[config.mk]
export PLATFORM = sky130hd
export DESIGN_NAME = mem_stage_hs_flat
export DESIGN_NICKNAME = d
export VERILOG_FILES = /design/src/rtl/mem_stage_hs_pkg.sv /design/src/rtl/mem_stage_hs_if.sv /design/src/rtl/mem_stage_hs_load_align.sv /design/src/rtl/mem_stage_hs.sv /design/src/flat_wrapper.sv
export SDC_FILE = /design/constraint.sdc
export NUM_CORES = 1
export LEC_CHECK = 0
export ABC_CLOCK_PERIOD_IN_PS = 4800
export CAP_MARGIN = 30
export CORE_AREA = 2 2 135 137
export DETAILED_ROUTE_END_ITERATION = 6
export DIE_AREA = 0 0 137 139
export GPL_TIMING_DRIVEN = 1
export PLACE_DENSITY = 0.8
export SETUP_SLACK_MARGIN = 0.2
export SKIP_LAST_GASP = 1
export SLEW_MARGIN = 20
export SYNTH_ARGS = -nofsm -noshare
export SYNTH_HDL_FRONTEND = slang
export SYNTH_SLANG_ARGS = --single-unit
[constraint.sdc]
create_clock -name clk -period 4.8 [get_ports clk]
set_input_delay 0.96 -clock clk [delete_from_list [all_inputs] [get_ports clk]]
set_output_delay 0.96 -clock clk [all_outputs]
set_load 0.02 [all_outputs]
[src/rtl/mem_stage_hs_pkg.sv]
// Shared widths, load-type bit indices and bus layouts for the MEM stage.
// Buses stay flat vectors on the ports and are viewed through these structs inside.
package mem_stage_hs_pkg;

    localparam int unsigned ES_TO_MS_BUS_WD   = 79;
    localparam int unsigned MS_TO_WS_BUS_WD   = 73;
    localparam int unsigned STALL_MS_BUS_WD   = 11;
    localparam int unsigned FORWARD_MS_BUS_WD = 33;

    // Bit positions inside the one-hot inst_load field
    typedef enum int unsigned {
        LD_LB  = 0,
        LD_LBU = 1,
        LD_LH  = 2,
        LD_LHU = 3,
        LD_LW  = 4,
        LD_LWL = 5,
        LD_LWR = 6
    } ld_bit_e;

    typedef struct packed {
        logic        is_mem;
        logic        res_from_mem;
        logic [6:0]  inst_load;
        logic        gr_we_1;
        logic [4:0]  dest;
        logic [31:0] alu_result;
        logic [31:0] pc;
    } es_to_ms_t;

    typedef struct packed {
        logic [3:0]  gr_we;
        logic [4:0]  dest;
        logic [31:0] final_result;
        logic [31:0] pc;
    } ms_to_ws_t;

endpackage

[src/rtl/mem_stage_hs_if.sv]
// Handshake, payload, SRAM-response and hazard buses around the MEM stage.
// slave is the stage itself; master is everything driving it (EX, WB, SRAM, ID).
interface mem_stage_hs_if;
    import mem_stage_hs_pkg::*;

    logic                         ws_allowin;
    logic                         ms_allowin;
    logic                         es_to_ms_valid;
    logic [ES_TO_MS_BUS_WD-1:0]   es_to_ms_bus;
    logic                         ms_to_ws_valid;
    logic [MS_TO_WS_BUS_WD-1:0]   ms_to_ws_bus;
    logic                         flush;
    logic                         data_sram_data_ok;
    logic [31:0]                  data_sram_rdata;
    logic [STALL_MS_BUS_WD-1:0]   stall_ms_bus;
    logic [FORWARD_MS_BUS_WD-1:0] forward_ms_bus;

    modport slave (
        input  ws_allowin, es_to_ms_valid, es_to_ms_bus, flush,
               data_sram_data_ok, data_sram_rdata,
        output ms_allowin, ms_to_ws_valid, ms_to_ws_bus,
               stall_ms_bus, forward_ms_bus
    );

    modport master (
        output ws_allowin, es_to_ms_valid, es_to_ms_bus, flush,
               data_sram_data_ok, data_sram_rdata,
        input  ms_allowin, ms_to_ws_valid, ms_to_ws_bus,
               stall_ms_bus, forward_ms_bus
    );

endinterface

[src/rtl/mem_stage_hs_load_align.sv]
// Load data alignment and extension, including the partial-word LWL/LWR merges.
// Produces the per-byte register write enables that let WB merge LWL/LWR results.
module ms_load_align
    import mem_stage_hs_pkg::*;
(
    input  logic [6:0]  inst_load,
    input  logic [1:0]  addr,
    input  logic        gr_we_1,
    input  logic [31:0] rdata,
    output logic [3:0]  gr_we,
    output logic [31:0] aligned_ld
);

    logic [31:0] shr_data;
    logic [31:0] shl_data;
    logic [7:0]  byte_sel;
    logic [15:0] half_sel;

    assign shr_data = rdata >> {addr, 3'b000};
    assign shl_data = rdata << {~addr, 3'b000};
    assign byte_sel = shr_data[7:0];
    assign half_sel = addr[1] ? rdata[31:16] : rdata[15:0];

    always_comb begin
        aligned_ld = rdata;
        gr_we      = 4'b1111;
        if (inst_load[LD_LB]) begin
            aligned_ld = {{24{byte_sel[7]}}, byte_sel};
        end else if (inst_load[LD_LBU]) begin
            aligned_ld = {24'h0, byte_sel};
        end else if (inst_load[LD_LH]) begin
            aligned_ld = {{16{half_sel[15]}}, half_sel};
        end else if (inst_load[LD_LHU]) begin
            aligned_ld = {16'h0, half_sel};
        end else if (inst_load[LD_LWL]) begin
            aligned_ld = shl_data;
            case (addr)
                2'd0:    gr_we = 4'b1000;
                2'd1:    gr_we = 4'b1100;
                2'd2:    gr_we = 4'b1110;
                default: gr_we = 4'b1111;
            endcase
        end else if (inst_load[LD_LWR]) begin
            aligned_ld = shr_data;
            case (addr)
                2'd0:    gr_we = 4'b1111;
                2'd1:    gr_we = 4'b0111;
                2'd2:    gr_we = 4'b0011;
                default: gr_we = 4'b0001;
            endcase
        end
        if (!gr_we_1) begin
            gr_we = '0;
        end
    end

endmodule

[src/rtl/mem_stage_hs.sv]
// MEM stage of the 5-stage MIPS pipeline on a handshaked data SRAM.
// Holds the EX entry until its data_ok, buffers early responses, drops responses of flushed loads.
module mem_stage_hs
    import mem_stage_hs_pkg::*;
#(
    parameter int unsigned CANCEL_W = 2
)
(
    input  logic          clk,
    input  logic          reset,
    mem_stage_hs_if.slave hs
);

    es_to_ms_t           bus_r;
    ms_to_ws_t           ws_out;
    logic                ms_valid;
    logic                rbuf_valid;
    logic [31:0]         rbuf;
    logic [CANCEL_W-1:0] cancel_cnt;

    logic                resp;
    logic                ms_ready_go;
    logic                ms_allowin;
    logic                ms_to_ws_valid;
    logic                ms_leave;
    logic                cancel_inc;
    logic                cancel_dec;
    logic                res_pending;
    logic [31:0]         ld_data;
    logic [31:0]         aligned_ld;
    logic [31:0]         final_result;
    logic [3:0]          gr_we;

    // A data_ok seen while kills are outstanding belongs to a flushed entry
    assign resp       = hs.data_sram_data_ok && (cancel_cnt == '0);
    assign cancel_dec = hs.data_sram_data_ok && (cancel_cnt != '0);
    assign cancel_inc = hs.flush && ms_valid && bus_r.is_mem && !rbuf_valid && !resp;

    assign ms_ready_go    = !bus_r.is_mem || rbuf_valid || resp;
    assign ms_allowin     = !ms_valid || (ms_ready_go && hs.ws_allowin);
    assign ms_to_ws_valid = ms_valid && ms_ready_go && !hs.flush;
    assign ms_leave       = ms_to_ws_valid && hs.ws_allowin;
    assign res_pending    = ms_valid && bus_r.res_from_mem && !ms_ready_go;
    assign ld_data        = rbuf_valid ? rbuf : hs.data_sram_rdata;

    always_ff @(posedge clk or posedge reset) begin
        if (reset) begin
            ms_valid <= 1'b0;
        end else if (hs.flush) begin
            ms_valid <= 1'b0;
        end else if (ms_allowin) begin
            ms_valid <= hs.es_to_ms_valid;
        end
    end

    always_ff @(posedge clk or posedge reset) begin
        if (reset) begin
            bus_r <= '0;
        end else if (hs.es_to_ms_valid && ms_allowin) begin
            bus_r <= hs.es_to_ms_bus;
        end
    end

    // Catch a response that arrives while WB is blocked; the SRAM won't repeat it
    always_ff @(posedge clk or posedge reset) begin
        if (reset) begin
            rbuf_valid <= 1'b0;
            rbuf       <= '0;
        end else if (hs.flush || ms_leave) begin
            rbuf_valid <= 1'b0;
        end else if (resp && ms_valid && bus_r.is_mem && !hs.ws_allowin && !rbuf_valid) begin
            rbuf_valid <= 1'b1;
            rbuf       <= hs.data_sram_rdata;
        end
    end

    always_ff @(posedge clk or posedge reset) begin
        if (reset) begin
            cancel_cnt <= '0;
        end else begin
            cancel_cnt <= cancel_cnt + CANCEL_W'(cancel_inc) - CANCEL_W'(cancel_dec);
        end
    end

    cancel_cnt_no_overflow: assert property (@(posedge clk) disable iff (reset)
        !(cancel_inc && !cancel_dec && (cancel_cnt == '1)));

    ms_load_align u_align (
        .inst_load  (bus_r.inst_load),
        .addr       (bus_r.alu_result[1:0]),
        .gr_we_1    (bus_r.gr_we_1),
        .rdata      (ld_data),
        .gr_we      (gr_we),
        .aligned_ld (aligned_ld)
    );

    assign final_result = bus_r.res_from_mem ? aligned_ld : bus_r.alu_result;

    always_comb begin
        ws_out              = '0;
        ws_out.gr_we        = gr_we;
        ws_out.dest         = bus_r.dest;
        ws_out.final_result = final_result;
        ws_out.pc           = bus_r.pc;
    end

    assign hs.ms_allowin     = ms_allowin;
    assign hs.ms_to_ws_valid = ms_to_ws_valid;
    assign hs.ms_to_ws_bus   = ws_out;
    assign hs.stall_ms_bus   = {res_pending, ms_valid & bus_r.gr_we_1,
                                {4{ms_valid}} & gr_we, bus_r.dest};
    assign hs.forward_ms_bus = {ms_valid & ms_ready_go, final_result};

endmodule

[src/flat_wrapper.sv]
// flat-port wrapper written by rule: the top's interface ports become plain ports
module mem_stage_hs_flat import mem_stage_hs_pkg::*;
#(
    parameter int unsigned CANCEL_W = 2
)
  (clk, reset, hs_ws_allowin, hs_es_to_ms_valid, hs_es_to_ms_bus, hs_flush, hs_data_sram_data_ok, hs_data_sram_rdata, hs_ms_allowin, hs_ms_to_ws_valid, hs_ms_to_ws_bus, hs_stall_ms_bus, hs_forward_ms_bus);
  mem_stage_hs_if hs_i ();
  input  logic clk;
  input  logic reset;
  input wire logic [$bits(hs_i.ws_allowin)-1:0] hs_ws_allowin;
  input wire logic [$bits(hs_i.es_to_ms_valid)-1:0] hs_es_to_ms_valid;
  input wire logic [$bits(hs_i.es_to_ms_bus)-1:0] hs_es_to_ms_bus;
  input wire logic [$bits(hs_i.flush)-1:0] hs_flush;
  input wire logic [$bits(hs_i.data_sram_data_ok)-1:0] hs_data_sram_data_ok;
  input wire logic [$bits(hs_i.data_sram_rdata)-1:0] hs_data_sram_rdata;
  output wire logic [$bits(hs_i.ms_allowin)-1:0] hs_ms_allowin;
  output wire logic [$bits(hs_i.ms_to_ws_valid)-1:0] hs_ms_to_ws_valid;
  output wire logic [$bits(hs_i.ms_to_ws_bus)-1:0] hs_ms_to_ws_bus;
  output wire logic [$bits(hs_i.stall_ms_bus)-1:0] hs_stall_ms_bus;
  output wire logic [$bits(hs_i.forward_ms_bus)-1:0] hs_forward_ms_bus;
  assign hs_i.ws_allowin = hs_ws_allowin;
  assign hs_i.es_to_ms_valid = hs_es_to_ms_valid;
  assign hs_i.es_to_ms_bus = hs_es_to_ms_bus;
  assign hs_i.flush = hs_flush;
  assign hs_i.data_sram_data_ok = hs_data_sram_data_ok;
  assign hs_i.data_sram_rdata = hs_data_sram_rdata;
  assign hs_ms_allowin = hs_i.ms_allowin;
  assign hs_ms_to_ws_valid = hs_i.ms_to_ws_valid;
  assign hs_ms_to_ws_bus = hs_i.ms_to_ws_bus;
  assign hs_stall_ms_bus = hs_i.stall_ms_bus;
  assign hs_forward_ms_bus = hs_i.forward_ms_bus;
  mem_stage_hs #(.CANCEL_W(CANCEL_W)) u_core (.clk(clk), .reset(reset), .hs(hs_i));
endmodule
# After elaboration in Yosys (flattened, before gate mapping)
# Index checks and enable logic that the tools add are counted.
word_totals:
  reg_bits: 115
  output_inout_bits: 119
op_classes:
  add_sub_neg: 2
  n_eq_ne: 2
  shift: 2
  n_mux: 22
  n_bitwise: 5
  n_reduce_logical: 34
op_table:
  columns: ["op", "count"]
  rows:
  - ["two-way mux 32 bit", 8]
  - ["left shift 32 x 5 -> 32 bit", 1]
  - ["right shift 32 x 5 -> 32 bit", 1]
  - ["two-way mux 4 bit", 7]
  - ["logical AND 1 bit", 17]
  - ["two-way mux 16 bit", 1]
  - ["one-hot mux 4 bit (3 select lines)", 1]
  - ["one-hot mux 3 bit (3 select lines)", 1]
  - ["logical NOT 1 bit", 7]
  - ["nonzero test 2 bit", 3]
  - ["AND 4 bit", 1]
  - ["logical NOT 2 bit", 2]
  - ["logical OR 1 bit", 4]
  - ["two-way mux 1 bit", 4]
  - ["adder 2 x 1 -> 2 bit", 1]
  - ["AND 1 bit", 2]
  - ["equality test 2 x 1 -> 1 bit (second input constant)", 1]
  - ["equality test 2 bit (second input constant)", 1]
  - ["inverter 2 bit", 1]
  - ["AND reduction 2 bit", 1]
  - ["subtractor 2 x 1 -> 2 bit", 1]
  - ["inverter 1 bit", 1]

# Depth between registers and ports, before layout
# Gate-level depths: netlist (run 1).
depth:
  depth_word: 10
  mapped_depth: 11
  depth_no_buf: 7

# By module
# Synthesis (run 1) repeated with hierarchy kept, for this count alone.
hier_totals:
  hier_cells: 640
  area_unflattened_um2: 7290.7
modules_own_cells:
  columns: ["module", "instances", "cells_per_inst", "area_per_inst_um2"]
  rows:
  - ["mem_stage_hs", 1, 419, 5835.6]
  - ["ms_load_align", 1, 221, 1455.1]

# Worst setup path after synthesis (run 1)
# Ideal clock, no wire load.
synth_timing:
  path_kind: "input port to output port"
  start: "in hs_data_sram_rdata[31]"
  end: "out hs_ms_to_ws_bus[56]"
  t_arrival_ps: 2438
  slack_ps: 1402
  path_stages: 7
  cell_sequence: "mux2i_1 -> mux4_2 -> o21ai_2 -> buf_2 -> o21ai_1 -> o21ai_1 -> buf_4"
synth_via:
  elab_chain_cells: 6
synth_lines:
  columns: ["item", "line", "source"]
  rows:
  - ["start, declared", "flat_wrapper.sv:15", "input wire logic [$bits(hs_i.data_sram_rdata)-1:0] hs_data_sram_rdata;"]
  - ["two-way mux 32 bit (*)", "mem_stage_hs.sv:44", "assign ld_data = rbuf_valid ? rbuf : hs.data_sram_rdata;"]
  - ["parallel branches: the longest is 3 deep, another holds right shift 32 x 5 -> 32 bit", null, null]
  - ["two-way mux 32 bit (*)", "mem_stage_hs_load_align.sv:27", "if (inst_load[LD_LB]) begin"]
  - ["two-way mux 32 bit (*)", "mem_stage_hs.sv:97", "assign final_result = bus_r.res_from_mem ? aligned_ld : bus_r.alu_result;"]
  - ["end, declared", "flat_wrapper.sv:18", "output wire logic [$bits(hs_i.ms_to_ws_bus)-1:0] hs_ms_to_ws_bus;"]
# Every way passes the cells marked *.

# Worst setup path in the final report (run 1)
layout_timing:
  start: "in hs_data_sram_rdata[15]"
  end: "out hs_ms_to_ws_bus[53]"
# Same word-level chain as after synthesis.

==> metrics.cfg, run 1 <==
[outcome]
status = complete, no violations

[sta]
tns_ns = 0
fmax_mhz = 222
tightest_slew_ns = 0.964
slew_violations = 0
layout_setup_ws_ns = 0.298
rsz0062_at_grt = no
finalSetupViolCount = 0
hold_viol = 0
timing.hold.ws_ns = 0.476
period_needed_ns = 4.50
slew_headroom = 0.357
post-route-period-util = 0.938
fin_worst_skew_ns = 0.00730

[grt]
grt-ovfl-total = 0
grt_max_degree = 72
grt_pass1_vias = 6913
grt_pass1_wl_um = 37600
antenna_found_initial = 0
grtUsageTotal = 0.258

[clocking]
cts.repair.resized = 0
cts_tree = done
htree_levels = 4
clock_path_buffers = 2
cts_setup_buffers = 0
clk_latency_ns = 0.43
clock_sinks = 114
numCtsBuffers = 17
hold_buffers = 0
clockRootBuffer = clkbuf_16
path_clk_slew_ns = 0.06

[critical_path]
cp_cell_sequence = clkdlybuf4s50_1 > mux4_2 > a21o_1 > nand2_1 > nor3_1 > o22a_1 > clkdlybuf4s50_1
path_class = in2out
cp_num_buf_inv = 2
crit_path_top_delay_cell = clkdlybuf4s50_1
r2r_setup_slack_ns = 2.40
critPathMaxStageDelay_ns = 0.61
critPathTopFamily = buffers and inverters
worst_ep_arrival_time_ns = 3.54
critPathRequiredTime_ns = 3.84
critPathMaxFanout = 8
critPathLaunchType = input port
end_kind = output port
cpMostUsedCell = clkdlybuf4s50_1

[pwr]
irDropWorstVdd_mv = 0.307
p_per_area_nw_per_um2 = 415
p_total_mw = 4.51
power.static_leakage_nw = 4.41

[yosys]
yosysUniqueCellTypes = 53
ys_async_sr_fraction = 1.00
ys_ff_latch = 114
yosys_warnings = 0
synth.avg_cell_area_sq_um = 10.6
seq_area_frac_synth = 0.339
synth_area_sq_um = 8410
synthFlopType = dfrtp_1
synth_cells = 792
synth-edff-count = 0
syn-num-nets = 911

[flow_run]
maxCapViolations = 0

[floorplanning]
die_x_um = 137
initial_core_util = 0.476
dieArea_sq_um = 19000
num_rows = 49
die_y_um = 139
core_sq_um = 17700
io_pins = 236

[place]
dpl.hpwl_um = 17900
gp_congestion = 0.953
placed_cells = 1138
dp_worst_setup_slack_ns = 0.283
port-buffer-count = 234
place_area_sq_um = 10300

[cells_and_area]
fin_cells = 1170
drive_gt1_frac = 0.118
layout_common_cells = clkdlybuf4s50_1, mux2_1, dfrtp_1
diodes = 0
final_nets = 1047
design_area_sq_um = 10900
area_growth_pct = 29.3
final_common_cell = clkdlybuf4s50_1
utilization = 0.616

[route]
wl_um = 24500
drtPass1Iterations = 5
drcViolationCount = 0
vias = 7005
vias_per_cell = 5.99
drt_iter0_drc = 580
final_antenna_net_count = 0
wl_per_cell_um = 21.0

[hold_path]
min_path_type = reg2reg

-- worst paths after layout --
check | startpoint | end | cells after the start
worst max-delay path | hs_data_sram_rdata[15] | hs_ms_to_ws_bus[53] | 7
worst min-delay path | u_core.cancel_cnt[1]$_DFF_PP0_ | u_core.cancel_cnt[1]$_DFF_PP0_ | 1
worst max register to register | u_core.rbuf_valid$_DFFE_PP0P_ | u_core.bus_r[38]$_DFFE_PP0P_ | 6
worst min register to register | u_core.cancel_cnt[1]$_DFF_PP0_ | u_core.cancel_cnt[1]$_DFF_PP0_ | 1
max in group asynchronous | reset | u_core.bus_r[46]$_DFFE_PP0P_ | 3
min in group asynchronous | reset | u_core.hs.ms_to_ws_bus[8]$_DFFE_PP0P_ | 2
-- cell families (layout without fill, tap and decap cells) --
group / count (synthesis) / after routing / synth area share
xor+xnor: 2 / 2 / 0.00208
mux: 198 / 198 / 0.302
buf+inv: 149 / 298 / 0.116
fa+ha+maj: 2 / 2 / 0.00297
compound gates: 185 / 185 / 0.149
flops: 114 / 114 / 0.339
simple gates: 142 / 142 / 0.0891
-- report_power, final --
part           switching (mW)  internal (mW)  total [mW]  leakage (nW)
sequential              0.222           1.16        1.39          1.39
clock                   0.518          0.673        1.19         0.266
combinational            1.00          0.931        1.93          2.76
total                    1.74           2.77        4.51          4.41
-- metal layers --
metal,track usage,part of all wire
met1,0.313,0.39
met2,0.431,0.49
met3,0.0665,0.083
met4,0.110,0.038
met5,0,0
-- state kept, by name, indices dropped and copies added (netlist names) --
name and count:
u_core.hs.ms_to_ws_bus 37, u_core.rbuf_valid 1, u_core.bus_r 41, u_core.rbuf 32
u_core.ms_valid 1, u_core.cancel_cnt 2
-- cell usage after synthesis (4+ instances only) --
master,count,area share
buf_4,79,0.071
nand3_1,4,0.0024
o22a_1,9,0.0094
nor2_1,52,0.023
buf_2,20,0.012
a21oi_1,25,0.015
mux4_2,25,0.067
o21ai_1,32,0.019
nand2b_1,11,0.0082
a311o_1,7,0.0083
buf_6,10,0.013
mux2_4,18,0.032
nand2_1,9,0.0040
o21ai_0,25,0.015
o211ai_1,7,0.0062
clkbuf_1,26,0.012
nor3_1,16,0.0095
a211o_1,7,0.0073
mux2i_1,28,0.033
nand3b_1,8,0.0071
o221ai_1,8,0.0083
dfrtp_1,114,0.34
a21o_1,9,0.0080
o21a_1,14,0.012
mux2_1,126,0.17
inv_1,10,0.0045
and3_1,11,0.0082
a2111oi_0,8,0.0083
o22ai_1,9,0.0067
a211oi_1,15,0.013
nor2b_1,13,0.0097
nor4_1,7,0.0052
-- final cells by class --
class	instances	area (sq um)
fillers	1452	6780
multi-input cells	529	4590
flip-flops and latches	114	2860
repair buffers	255	2550
clock buffers	17	425
well taps	229	287
clock inverters	15	128
inverters	11	43.8
Note: power is estimated with default switching activity, not from simulation.
==> run 2, diff against run 1 <==
- ABC_CLOCK_PERIOD_IN_PS: 4800 -> unset
- clock period: 4.8 -> 4.27 ns (I/O delays scaled with it)
==> run 2 against run 1 <==
Effect of this change:
- combinational power up 10%
- first-iteration DRC count rose by 8.6%
- critical path type unchanged
- via count increased by 1.7%
==> metrics.cfg, run 2 (synthesis gave the netlist of run 1 again) <==
[outcome]
status = complete, no violations  ; unchanged

[route]
final_antenna_net_count = 0  ; unchanged
drtPass1Iterations = 6  ; was 5
drt_iter0_drc = 630  ; was 580
drcViolationCount = 0  ; unchanged
vias = 7123  ; was 7005
wl_um = 25100  ; was 24500 um
vias_per_cell = 6.04  ; was 5.99
wl_per_cell_um = 21.3  ; was 21.0 um

[cells_and_area]
drive_gt1_frac = 0.135  ; was 0.118
area_growth_pct = 30.4  ; was 29.3%
final_common_cell = clkdlybuf4s50_1  ; unchanged
layout_common_cells = clkdlybuf4s50_1, mux2_1, dfrtp_1  ; unchanged
design_area_sq_um = 11000  ; was 10900 sq um
final_nets = 1056  ; was 1047
largest_register_ffs = 41  ; unchanged
diodes = 0  ; unchanged
top_register = u_core.bus_r  ; unchanged
fin_cells = 1179  ; was 1170

[critical_path]
critPathRequiredTime_ns = 3.42  ; was 3.84 ns
reg2reg_from = u_core.cancel_cnt[1]$_DFF_PP0_  ; was u_core.rbuf_valid$_DFFE_PP0P_
path_class = in2out  ; unchanged
crit_start = hs_data_sram_rdata[6]  ; was hs_data_sram_rdata[15]
reg2reg_depth = 6  ; unchanged
r2r_setup_slack_ns = 1.89  ; was 2.40 ns
rr_endpoint = u_core.bus_r[48]$_DFFE_PP0P_  ; was u_core.bus_r[38]$_DFFE_PP0P_
critPathLaunchType = input port  ; unchanged
end_kind = output port  ; unchanged
critPathMaxFanout = 4  ; was 8
worst_ep_arrival_time_ns = 3.19  ; was 3.54 ns

[floorplanning]
die_x_um = 137  ; unchanged
dieArea_sq_um = 19000  ; unchanged
initial_core_util = 0.476  ; unchanged
io_pins = 236  ; unchanged
core_sq_um = 17700  ; unchanged
num_rows = 49  ; unchanged
die_y_um = 139  ; unchanged

[sta]
finalSetupViolCount = 0  ; unchanged
fmax_mhz = 247
period_needed_ns = 4.04
rsz0062_at_grt = yes  ; was no
tightest_slew_ns = 0.891  ; was 0.964 ns
hold_viol = 0  ; unchanged
fin_worst_skew_ns = 0.0120  ; was 0.00730 ns
post-route-period-util = 0.947
slew_headroom = 0.405  ; was 0.357
slew_violations = 0  ; unchanged

[hold_path]
hold_path_depth = 1  ; unchanged
min_path_type = reg2reg  ; unchanged
hold_start = u_core.cancel_cnt[1]$_DFF_PP0_  ; unchanged
min_to = u_core.cancel_cnt[1]$_DFF_PP0_  ; unchanged

[place]
placed_cells = 1147  ; was 1138
dpl.hpwl_um = 18400  ; was 17900 um
port-buffer-count = 234  ; unchanged
gp_congestion = 0.916  ; was 0.953
place_area_sq_um = 10400  ; was 10300 sq um

[clocking]
cts_tree = done  ; unchanged
path_clk_slew_ns = 0.06  ; about the same
htree_levels = 4  ; unchanged
clock_path_buffers = 2  ; unchanged
clock_sinks = 114  ; unchanged
clk_latency_ns = 0.44  ; was 0.43 ns
cts_setup_buffers = 0  ; unchanged
hold_buffers = 0  ; unchanged
numCtsBuffers = 17  ; unchanged
clockRootBuffer = clkbuf_16  ; unchanged
cts.repair.resized = 51  ; was 0

[pwr]
power.static_leakage_nw = 4.52  ; was 4.41 nW
p_per_area_nw_per_um2 = 467  ; was 415 nW/um^2
irDropWorstVdd_mv = 0.322  ; was 0.307 mV
p_total_mw = 5.12  ; was 4.51 mW

[grt]
grt_max_degree = 55  ; was 72
grt_pass1_wl_um = 39400  ; was 37600 um
antenna_found_initial = 0  ; unchanged
grtUsageTotal = 0.269  ; was 0.258
grt_pass1_vias = 7244  ; was 6913
grt-ovfl-total = 0  ; unchanged

[flow_run]
maxCapViolations = 0  ; unchanged

## run 2: changes by cell type in the layout (fill, tap and decap cells not counted), moves of 3 or more
cell	before	now
dlymetal6s2s_1	9	5
dlygate4sd2_1	0	42
buf_12	2	5
inv_6	3	9
clkdlybuf4s50_1	225	183
buf_4	19	24
clkinv_4	4	1
## run 2: critical path, cell delays in order
cell and delay, ns:
clkdlybuf4s50_1 0.58, mux2i_1 0.13, a2111oi_0 0.50, a21oi_1 0.08, o21a_1 0.19, o21ai_1 0.20, clkdlybuf4s50_1 0.65
## run 2: worst max path at each step
| stage | end | slack [ns] |
|---|---|---|
| final | hs_forward_ms_bus[6] | 0.23 |
| after global routing | hs_ms_to_ws_bus[42] | 0.09 |
| after CTS | hs_ms_to_ws_bus[41] | 0.07 |
| after detailed placement | hs_ms_to_ws_bus[42] | -0.04 |
| after global placement | hs_ms_to_ws_bus[42] | -0.002 |
| after floorplan | u_core.bus_r[32]$_DFFE_PP0P_ | 0.40 |
## run 2: layout make-up
| cell class | count | area (sq um) |
|---|---|---|
| clock buffers | 17 | 425 |
| clock inverters | 15 | 159 |
| fillers | 1468 | 6690 |
| inverters | 11 | 43.8 |
| multi-input cells | 529 | 4610 |
| flip-flops and latches | 114 | 2860 |
| well taps | 229 | 287 |
| repair buffers | 264 | 2580 |
## run 2: through the flow
stage,utilization,setup TNS (ns),hold slack [ns],setup WS [ns]
global placement,0.589,-0.00173,0.462,-0.00173
detailed placement,0.589,-0.180,0.465,-0.0382
floorplan,-,0,0.446,0.400
global route,0.621,0,0.498,0.0913
finish,0.621,0,0.473,0.227
CTS,0.620,0,0.477,0.0677
## run 2: per-layer routing
metal	GRT usage	wire length, um
met5	0	0
met4	0.122	909
met3	0.0808	2390
met2	0.447	12500
met1	0.316	9320
## run 2: power by group
group	total (mW)	leakage, nW	internal (mW)	switching, mW
Combinational	2.13	2.85	0.978	1.15
Sequential	1.55	1.39	1.31	0.240
Clock	1.45	0.287	0.828	0.618
